===== src/rtl/ber_pkg.sv =====
// Shared state type, width defaults, PRBS-7 constants and popcount helper for the BER test controller.
package ber_pkg;

  localparam int unsigned BER_SAMPLE_W  = 8;
  localparam int unsigned BER_LAT_W     = 6;
  localparam int unsigned BER_CNT_W     = 16;
  localparam int unsigned BER_POP_IN_W  = 32;
  localparam int unsigned BER_POP_OUT_W = 6;
  localparam int unsigned BER_PRBS_W    = 7;

  // x^7 + x^6 + 1: feedback from the two top stages
  localparam logic [BER_PRBS_W-1:0] BER_PRBS_POLY = 7'h60;
  localparam logic [BER_PRBS_W-1:0] BER_PRBS_SEED = 7'h7F;

  typedef enum logic [1:0] {
    BER_IDLE = 2'd0,
    BER_ARM  = 2'd1,
    BER_RUN  = 2'd2,
    BER_DONE = 2'd3
  } ber_state_e;

  function automatic logic [BER_POP_OUT_W-1:0] ber_popcount(input logic [BER_POP_IN_W-1:0] v);
    logic [BER_POP_OUT_W-1:0] n;
    n = '0;
    for (int i = 0; i < int'(BER_POP_IN_W); i++) begin
      n = n + BER_POP_OUT_W'(v[i]);
    end
    return n;
  endfunction

endpackage


===== src/rtl/sample_delay_line.sv =====
// Tick-enabled sample shift register with a run-time tap; tap 0 passes the input straight through.
module sample_delay_line #(
  parameter int unsigned SAMPLE_W = 8,
  parameter int unsigned LAT_W    = 6
) (
  input  logic                clk_i,
  input  logic                reset_i,
  input  logic                en_i,
  input  logic [SAMPLE_W-1:0] din_i,
  input  logic [LAT_W-1:0]    tap_i,
  output logic [SAMPLE_W-1:0] dout_c
);

  localparam int unsigned DEPTH = (1 << LAT_W) - 1;

  logic [SAMPLE_W-1:0] mem_q [DEPTH];

  always_ff @(posedge clk_i) begin
    if (reset_i) begin
      for (int i = 0; i < int'(DEPTH); i++) begin
        mem_q[i] <= '0;
      end
    end else if (en_i) begin
      mem_q[0] <= din_i;
      for (int i = 1; i < int'(DEPTH); i++) begin
        mem_q[i] <= mem_q[i-1];
      end
    end
  end

  // mem_q[k] holds the sample from k+1 ticks ago
  always_comb begin
    dout_c = din_i;
    if (tap_i != '0) begin
      dout_c = mem_q[LAT_W'(tap_i - LAT_W'(1))];
    end
  end

endmodule


===== src/rtl/ber_test_controller.sv =====
// BER test sequencer: arms the path select, waits out link latency, then accumulates bit errors over a window.
// Define BER_PRBS_EN to add an internal PRBS-7 stimulus source on prbs_sample.
module ber_test_controller
  import ber_pkg::*;
#(
  parameter int unsigned SAMPLE_W = BER_SAMPLE_W,
  parameter int unsigned LAT_W    = BER_LAT_W,
  parameter int unsigned CNT_W    = BER_CNT_W
) (
  input  logic                CLOCK_50,
  input  logic                reset,
  input  logic                sample_tick,
  input  logic                start,
  input  logic                abort,
  input  logic                mode,
  input  logic [CNT_W-1:0]    window_len,
  input  logic [LAT_W-1:0]    latency,
  input  logic [SAMPLE_W-1:0] tx_sample,
  input  logic [SAMPLE_W-1:0] rx_sample,
  output logic                path_sel,
  output logic                busy,
  output logic                done,
  output logic                saturated,
  output logic [CNT_W-1:0]    err_count,
  output logic [CNT_W-1:0]    sample_count
`ifdef BER_PRBS_EN
  ,
  output logic [SAMPLE_W-1:0] prbs_sample
`endif
);

  ber_state_e           state_q, state_d;
  logic                 path_q, path_d;
  logic                 busy_q, busy_d;
  logic                 done_q, done_d;
  logic                 sat_q, sat_d;
  logic [LAT_W-1:0]     lat_q, lat_d;
  logic [LAT_W-1:0]     arm_q, arm_d;
  logic [CNT_W-1:0]     win_q, win_d;
  logic [CNT_W-1:0]     err_q, err_d;
  logic [CNT_W-1:0]     smp_q, smp_d;

  logic                 start_accept_c;
  logic [SAMPLE_W-1:0]  dl_din_c;
  logic [SAMPLE_W-1:0]  tx_delayed_c;
  logic [BER_POP_OUT_W-1:0] pop_c;
  logic [CNT_W:0]       err_sum_c;
  logic [CNT_W-1:0]     smp_inc_c;
  logic [LAT_W-1:0]     arm_inc_c;

  assign start_accept_c = start && !abort && ((state_q == BER_IDLE) || (state_q == BER_DONE));

  sample_delay_line #(
    .SAMPLE_W (SAMPLE_W),
    .LAT_W    (LAT_W)
  ) u_delay (
    .clk_i   (CLOCK_50),
    .reset_i (reset),
    .en_i    (sample_tick),
    .din_i   (dl_din_c),
    .tap_i   (lat_q),
    .dout_c  (tx_delayed_c)
  );

  assign pop_c     = ber_popcount(BER_POP_IN_W'(rx_sample ^ tx_delayed_c));
  assign err_sum_c = {1'b0, err_q} + (CNT_W+1)'(pop_c);
  assign smp_inc_c = smp_q + CNT_W'(1);
  assign arm_inc_c = arm_q + LAT_W'(1);

  always_comb begin
    state_d = state_q;
    path_d  = path_q;
    sat_d   = sat_q;
    lat_d   = lat_q;
    arm_d   = arm_q;
    win_d   = win_q;
    err_d   = err_q;
    smp_d   = smp_q;
    case (state_q)
      BER_IDLE, BER_DONE: begin
        if (start_accept_c) begin
          state_d = BER_ARM;
          path_d  = mode;
          lat_d   = latency;
          win_d   = window_len;
          arm_d   = '0;
          err_d   = '0;
          smp_d   = '0;
          sat_d   = 1'b0;
        end
      end
      BER_ARM: begin
        // abort wins over everything; an empty window skips RUN entirely
        if (abort) begin
          state_d = BER_IDLE;
        end else if ((lat_q == '0) || (sample_tick && (arm_inc_c == lat_q))) begin
          state_d = (win_q == '0) ? BER_DONE : BER_RUN;
        end else if (sample_tick) begin
          arm_d = arm_inc_c;
        end
      end
      BER_RUN: begin
        if (abort) begin
          state_d = BER_IDLE;
        end else if (sample_tick) begin
          smp_d = smp_inc_c;
          if (err_sum_c[CNT_W]) begin
            err_d = '1;
            sat_d = 1'b1;
          end else begin
            err_d = err_sum_c[CNT_W-1:0];
          end
          if (smp_inc_c == win_q) begin
            state_d = BER_DONE;
          end
        end
      end
      default: state_d = BER_IDLE;
    endcase
    busy_d = (state_d == BER_ARM) || (state_d == BER_RUN);
    done_d = (state_d == BER_DONE);
  end

  always_ff @(posedge CLOCK_50) begin
    if (reset) begin
      state_q <= BER_IDLE;
      path_q  <= 1'b1;
      busy_q  <= 1'b0;
      done_q  <= 1'b0;
      sat_q   <= 1'b0;
      lat_q   <= '0;
      arm_q   <= '0;
      win_q   <= '0;
      err_q   <= '0;
      smp_q   <= '0;
    end else begin
      state_q <= state_d;
      path_q  <= path_d;
      busy_q  <= busy_d;
      done_q  <= done_d;
      sat_q   <= sat_d;
      lat_q   <= lat_d;
      arm_q   <= arm_d;
      win_q   <= win_d;
      err_q   <= err_d;
      smp_q   <= smp_d;
    end
  end

`ifdef BER_PRBS_EN
  logic [BER_PRBS_W-1:0] lfsr_q, lfsr_d;
  logic [SAMPLE_W-1:0]   prbs_q, prbs_d;
  logic                  unused_tx;

  assign unused_tx = ^tx_sample;

  // SAMPLE_W LFSR steps per tick, first bit out lands in the MSB
  always_comb begin
    lfsr_d = lfsr_q;
    prbs_d = prbs_q;
    if (start_accept_c) begin
      lfsr_d = BER_PRBS_SEED;
    end else if (sample_tick) begin
      for (int i = 0; i < int'(SAMPLE_W); i++) begin
        prbs_d[SAMPLE_W-1-i] = ^(lfsr_d & BER_PRBS_POLY);
        lfsr_d = {lfsr_d[BER_PRBS_W-2:0], prbs_d[SAMPLE_W-1-i]};
      end
    end
  end

  always_ff @(posedge CLOCK_50) begin
    if (reset) begin
      lfsr_q <= BER_PRBS_SEED;
      prbs_q <= '0;
    end else begin
      lfsr_q <= lfsr_d;
      prbs_q <= prbs_d;
    end
  end

  assign dl_din_c    = prbs_q;
  assign prbs_sample = prbs_q;
`else
  assign dl_din_c = tx_sample;
`endif

  assign path_sel     = path_q;
  assign busy         = busy_q;
  assign done         = done_q;
  assign saturated    = sat_q;
  assign err_count    = err_q;
  assign sample_count = smp_q;

endmodule


===== config.mk =====
export PLATFORM = sky130hd
export DESIGN_NAME = ber_test_controller
export DESIGN_NICKNAME = d
export VERILOG_FILES = /design/src/rtl/ber_pkg.sv /design/src/rtl/sample_delay_line.sv /design/src/rtl/ber_test_controller.sv
export SDC_FILE = /design/constraint.sdc
export NUM_CORES = 1
export LEC_CHECK = 0
export CELL_PAD_IN_SITES_DETAIL_PLACEMENT = 1
export CELL_PAD_IN_SITES_GLOBAL_PLACEMENT = 1
export CORE_UTILIZATION = 55
export CTS_CLUSTER_SIZE = 8
export DETAILED_ROUTE_END_ITERATION = 6
export GPL_TIMING_DRIVEN = 0
export PLACE_DENSITY = 0.94
export REMOVE_ABC_BUFFERS = 1
export SLEW_MARGIN = 20
export SYNTH_ARGS = -nofsm -noshare
export SYNTH_HDL_FRONTEND = slang
export SYNTH_SLANG_ARGS = --single-unit

===== constraint.sdc =====
create_clock -name CLOCK_50 -period 18.3 [get_ports CLOCK_50]
set_clock_uncertainty 0.15 [all_clocks]
set_input_delay 2.745 -clock CLOCK_50 [delete_from_list [all_inputs] [get_ports CLOCK_50]]
set_output_delay 2.745 -clock CLOCK_50 [all_outputs]
set_load 0.1 [all_outputs]

; ---- Word level (Yosys, flattened, before mapping)
; Memory sizes are Yosys's and may differ from the RTL's.
; Cells that the tools add are included.
[word_totals]
memories = 1
word_cells = 238
output_inout_bits = 36
regBits = 66
inputBits = 44
mem_bits_rw = 504
[memory_table]
columns = name, words, word_bits, rd, rd_clocked_by_memory_dff, wr, line
row1 = u_delay.mem_q, 63, 8, 63, 0, 63, sample_delay_line.sv:16  ; logic [SAMPLE_W-1:0] mem_q [DEPTH];
[op_classes]
n_eq_ne = 15
n_addsub = 35
n_reduce_logical = 18
bitwise_logic = 64
muxes = 95
[op_table]
columns = op, n
row1 = $mux W8, 64
row2 = $add A6 B1 Y6 const B, 25
row3 = $mux W16, 6
row4 = $pmux W16 S2, 2
row5 = $or A1 B1 Y1, 63
row6 = $mux W6, 4
row7 = $add A16 B6 Y17, 1
row8 = $add A16 B1 Y16 const B, 1
row9 = $eq A16 B16 Y1, 1
row10 = $logic_not A16 Y1, 1
row11 = $ne A2 B2 Y1 const B, 7
row12 = $add A6 B1 Y6, 2
row13 = $mux W2, 6
row14 = $pmux W6 S2, 1
row15 = $mux W1, 10
row16 = $reduce_and A5 Y1, 2
row17 = $eq A2 B2 Y1 const B, 4
row18 = $xor A8 B8 Y8, 1
row19 = $add A5 B1 Y6, 1
row20 = $eq A6 B6 Y1, 1
row21 = $logic_not A6 Y1, 1
row22 = $pmux W2 S3, 1
row23 = $reduce_bool A6 Y1, 1
row24 = $sub A6 B1 Y6 const B, 1
row25 = 14 further kinds, 20

; ---- Depth between registers and ports, before layout
; An unclocked memory read counts as a cell.
[logic_depth]
ltp_word = 40
ltp_mapped = 32
ltp_nobuf = 25

; ---- Modules after synthesis
; A second synthesis with hierarchy kept.
[hier_totals]
cells_unflattened = 2050
hier_area_um2 = 27156.0
[modules_own_cells]
columns = module, area_per_inst_um2, seq_area_each_um2, instances, cells_each
row1 = sample_delay_line, 23087.1, 15134.5, 1, 1538
row2 = ber_test_controller, 4068.9, 1321.3, 1, 512

; ---- Least setup slack after synthesis
; No wires, ideal clock.
[synth_timing]
path_type = input -> register
startpoint = input reset
endpoint = memory u_delay.mem_q[0][0], enable pin
arrival_time_ns = 9.319
setup_slack_ns = 8.169
setup_time_ns = 0.662
required_time_ns = 17.488
n_path_buf = 2
path_stages = 3
path_cell_list = clkbuf_1 > clkbuf_1 > or2_2
[synth_lines]
columns = item, line
row1 = "start, declared", ber_test_controller.sv:11  ; input logic reset,
row2 = "end, declared", sample_delay_line.sv:16

; ---- Worst setup path in the final report
[layout_timing]
startpoint = register lat_q[0]
endpoint = register err_q[7], in the netlist err_count[7]
[layout_between]
elab_chain_len = 40
word_cells_on_any_way = 41
classes_between = 33 x add/sub / 5 x mux / 1 x bitwise / 1 x reduce/logical / 1 x memory
[layout_rtl]
columns = item, line
row1 = "start, declared", ber_test_controller.sv:37  ; logic [LAT_W-1:0] lat_q, lat_d;
row2 = "start signal, assigned", ber_test_controller.sv:142  ; lat_q <= lat_d;
row3 = $sub A6 B1 Y6, sample_delay_line.sv:35  ; dout_c = mem_q[LAT_W'(tap_i - LAT_W'(1))];
row4 = $mem_v2 Z63 W8, n/a
row5 = $mux W8 (*), sample_delay_line.sv:34  ; if (tap_i != '0) begin
row6 = $xor A8 B8 Y8 (*), ber_test_controller.sv:65  ; assign pop_c = ber_popcount(BER_POP_IN_W'(rx_sample ^ tx_delayed_c));
row7 = $add A1 B1 Y2, ber_pkg.sv:26  ; n = n + BER_POP_OUT_W'(v[i]);
row8 = $add A2 B1 Y3, ber_pkg.sv:26
row9 = $add A3 B1 Y4, ber_pkg.sv:26
row10 = $add A4 B1 Y5, ber_pkg.sv:26
row11 = $add A5 B1 Y6, ber_pkg.sv:26
row12 = $add A6 B1 Y6, ber_pkg.sv:26
row13 = $add A6 B1 Y6 (*) (25 in a row), ber_pkg.sv:26
row14 = $add A16 B6 Y17 (*), ber_test_controller.sv:66  ; assign err_sum_c = {1'b0, err_q} + (CNT_W+1)'(pop_c);
row15 = $mux W16 (*), ber_test_controller.sv:107  ; if (err_sum_c[CNT_W]) begin
row16 = $mux W16 (*), ber_test_controller.sv:105  ; end else if (sample_tick) begin
row17 = $mux W16 (*), ber_test_controller.sv:103  ; if (abort) begin
row18 = $pmux W16 S2 (*), ber_test_controller.sv:79  ; case (state_q)
row19 = "end signal, assigned", ber_test_controller.sv:145  ; err_q <= err_d;
row20 = "end, declared", ber_test_controller.sv:40  ; logic [CNT_W-1:0] err_q, err_d;
; Every way passes the cells marked *; elsewhere a longest branch is shown, timed or not. The select of a mux whose other input is x is not followed.
; A chain may end at the register's enable or synchronous reset.

==> reports/summary.txt <==
Core Area: 0.04795 mm²
Hold Crit Class: reg -> reg
Final Worst Setup Slack: 8.485 ns
Setup-failing EPs final: 0
maximum fanout along the worst path: 30
Mapped Cells: 1929
post-CTS setup buffer count: 0
CTS tree: yes
Seq/Total Area, Yosys: 61.32%
clock period minus worst slack: 9.815 ns
CTS buffer count: 81
Setup TNS Final: 0 ns
Slew Viols, Final: 0
CTS max path bufs: 3
Post-Route WL: 77.79 mm
Chip Width: 222.9 µm
syn_area_per_cell: 13.91 µm²
ant diodes: 0
pin count of the biggest net entering global routing: 127
Final Hold Fails: 0
Final Core Density: 64.41%
# rows: 80
leakage power total: 11.26 nW
Vias/cell: 6.562
Root Buffer: clkbuf_16
# resized after CTS: 0
GPL Wtd Cong: 0.8402
startpoint types: flop
final-layout fill cell count: 4307
initial antenna violation count: 0
grt ovf: 0
number of global-route vias before repair: 18650
Total GRT Usage: 32.08%
Area after DPL: 0.02863 mm²
H-tree depth: 3
first-pass GRT wire length: 119.1 mm
hold_buf cts: 0
die area: 0.04968 mm²
DR DRC count: 0
area leader, netlist: edfxtp_1
register area: 0.01646 mm²
EDFF count, synth: 504
initial DRC count: 1636
final period utilization: 53.63%
Netlist cell types: 73
Vias: 17320
Final HPWL DP: 43.94 mm
worst r2r src: lat_q[0]$_SDFFE_PP0P_
Reg clk slew, reported paths: 0.05 ns
Multi-input gate area: 0.009832 mm²
Detailed Routing Iterations Pass 1: 7
io pins: 80
Die Ht: 222.9 µm
CP Class: reg -> reg
Nets: 2053
CP startpoint: lat_q[0]$_SDFFE_PP0P_
max_slew headroom: 25.90%
status: completed
Crit path arrival time: 10.21 ns
starting density of the core: 55.97%
mapped cell area: 0.02684 mm²
Routed wire per std cell: 29.47 µm
share of cells above drive strength 1: 14.17%
max cap viols: 0
Power Dens Cells: 109.1 mW/mm²
Fmax: 0.1019 GHz
VDD IR-drop max: 0.0001024 V
critical hold path startpoint: path_sel$_SDFFE_PP1P_
FF+latch count, synth: 570
Worst setup EP type: flop
I/O Buffers: 79
post-route cell area: 0.03088 mm²
Power, Total: 3.368 mW
synthesis warning total: 0
Yosys top cell area share: 56.39%
Worst-Margin Slew: 1.109 ns
fraction of registers with async set/reset: 0%
post-route ant nets: 0
leading post-synthesis cells by cell area: edfxtp_1, mux4_2, and2_1, nor2b_1, dfxtp_1
CP required: 18.70 ns
RSZ-0062 raised after global routing: false
ys flop type: edfxtp_1
worst skew pair latency: 0.64 ns
CTS sink count: 570
Setup WS pre-CTS: 9.152 ns
area grow syn2layout: 15.07%
per-layer routing:
metal,share of wire (%),vias to the layer above,track usage [%]
met5,0,-,0
met4,5.4,0,17.55
met3,6.4,261,6.045
met2,51,871,53.85
met1,37,8950,39.41
li1,-,7241,-
critical path, stage by stage (launching register included):
cell and delay [ns]:
dfxtp_4 0.59, buf_16 0.30, buf_16 0.27, inv_1 0.15
ha_1 0.32, or4b_2 0.27, o22ai_1 0.15, a32oi_2 0.86
o221ai_1 0.38, o32ai_1 0.46, xnor2_1 0.34, fa_1 0.63
inv_1 0.08, fa_1 0.53, inv_1 0.07, fa_1 0.49
inv_1 0.07, fa_1 0.40, inv_1 0.10, fa_1 0.23
a21o_1 0.16, a21oi_1 0.19, nor4_1 0.83, nand4_1 0.91
o21ai_0 0.38, nand2_1 0.13, a21oi_1 0.24
metrics by stage:
step                      cells  hold WS, ns
final                      2640       0.3183
after global routing       2640       0.3388
after CTS                  2640       0.3198
after detailed placement   2523       0.3089
after global placement     2493       0.3032
after floorplan            1799       0.2995
cell usage after synthesis (6+ instances only):
cell,n
o221ai_1,10
nor2_1,57
o22ai_1,9
nand4_1,8
a22oi_1,8
nor3_1,16
buf_2,25
mux4_2,120
a311oi_1,6
a211oi_1,13
o32ai_1,9
and2_1,277
mux2i_1,42
nand2_1,97
inv_1,20
mux2_2,26
clkbuf_1,94
nand2b_1,7
ha_1,13
dfxtp_1,66
nand3_1,15
and3_1,8
edfxtp_1,504
xor2_1,13
o21ai_0,35
a21oi_1,75
xnor2_1,22
o211ai_1,11
nor2b_1,241
power breakdown:
part	switching (mW)	internal [mW]	leakage, nW	total (mW)
Sequential	0.0585	1.51	6.10	1.57
Clock	0.572	0.827	1.09	1.40
Combinational	0.234	0.168	4.08	0.402
logic make-up (layout without fill, tap and decap cells):
family                   after synthesis  count (layout)  share of synthesized area [%]
AO/OA/AOI/OAI                        215             215                          5.240
XOR/XNOR                              37              37                          1.287
adder cells (fa/ha/maj)               18              18                         0.9791
buffers and inverters                150             246                          2.303
flip-flops                           570             570                          61.32
multiplexers                         188             188                          12.73
AND/OR/NAND/NOR                      751             751                          16.15
final cells by class:
class / instances / area share (%)
clock buffers: 114 / 7.171
clock inverters: 3 / 0.1094
inverters: 20 / 0.2431
multi-input cells: 1209 / 31.84
flip-flops and latches: 570 / 53.30
well taps: 615 / 2.492
repair buffers: 109 / 4.850
placed cells by master (no fill, tap or decap), types with 17 or more instances in the layout:
master             n
edfxtp_1         504
and2_1           277
nor2b_1          240
mux4_2           120
nand2_1           96
clkbuf_16         84
clkdlybuf4s50_1   78
a21oi_1           75
dfxtp_1           65
nor2_1            56
mux2i_1           42
o21ai_0           35
clkbuf_1          30
mux2_2            26
xnor2_1           22
inv_1             20
buf_16            17
flip-flops by register name (all words and copies together) (netlist names):
signal         cells
arm_q              6
sample_count      16
path_sel           1
u_delay.mem_q    504
win_q             16
state_q            2
err_count         16
done               1
saturated          1
busy               1
lat_q              6
worst paths after layout:
check	to	slack, ns	cells past startpoint
worst max-delay path	err_count[7]$_SDFFE_PP0P_	8.48	26
worst min-delay path	path_sel$_SDFFE_PP1P_	0.32	2
worst max register to register	err_count[7]$_SDFFE_PP0P_	8.48	26
worst min register to register	path_sel$_SDFFE_PP1P_	0.32	2
Power figures use the tool's default switching activity.
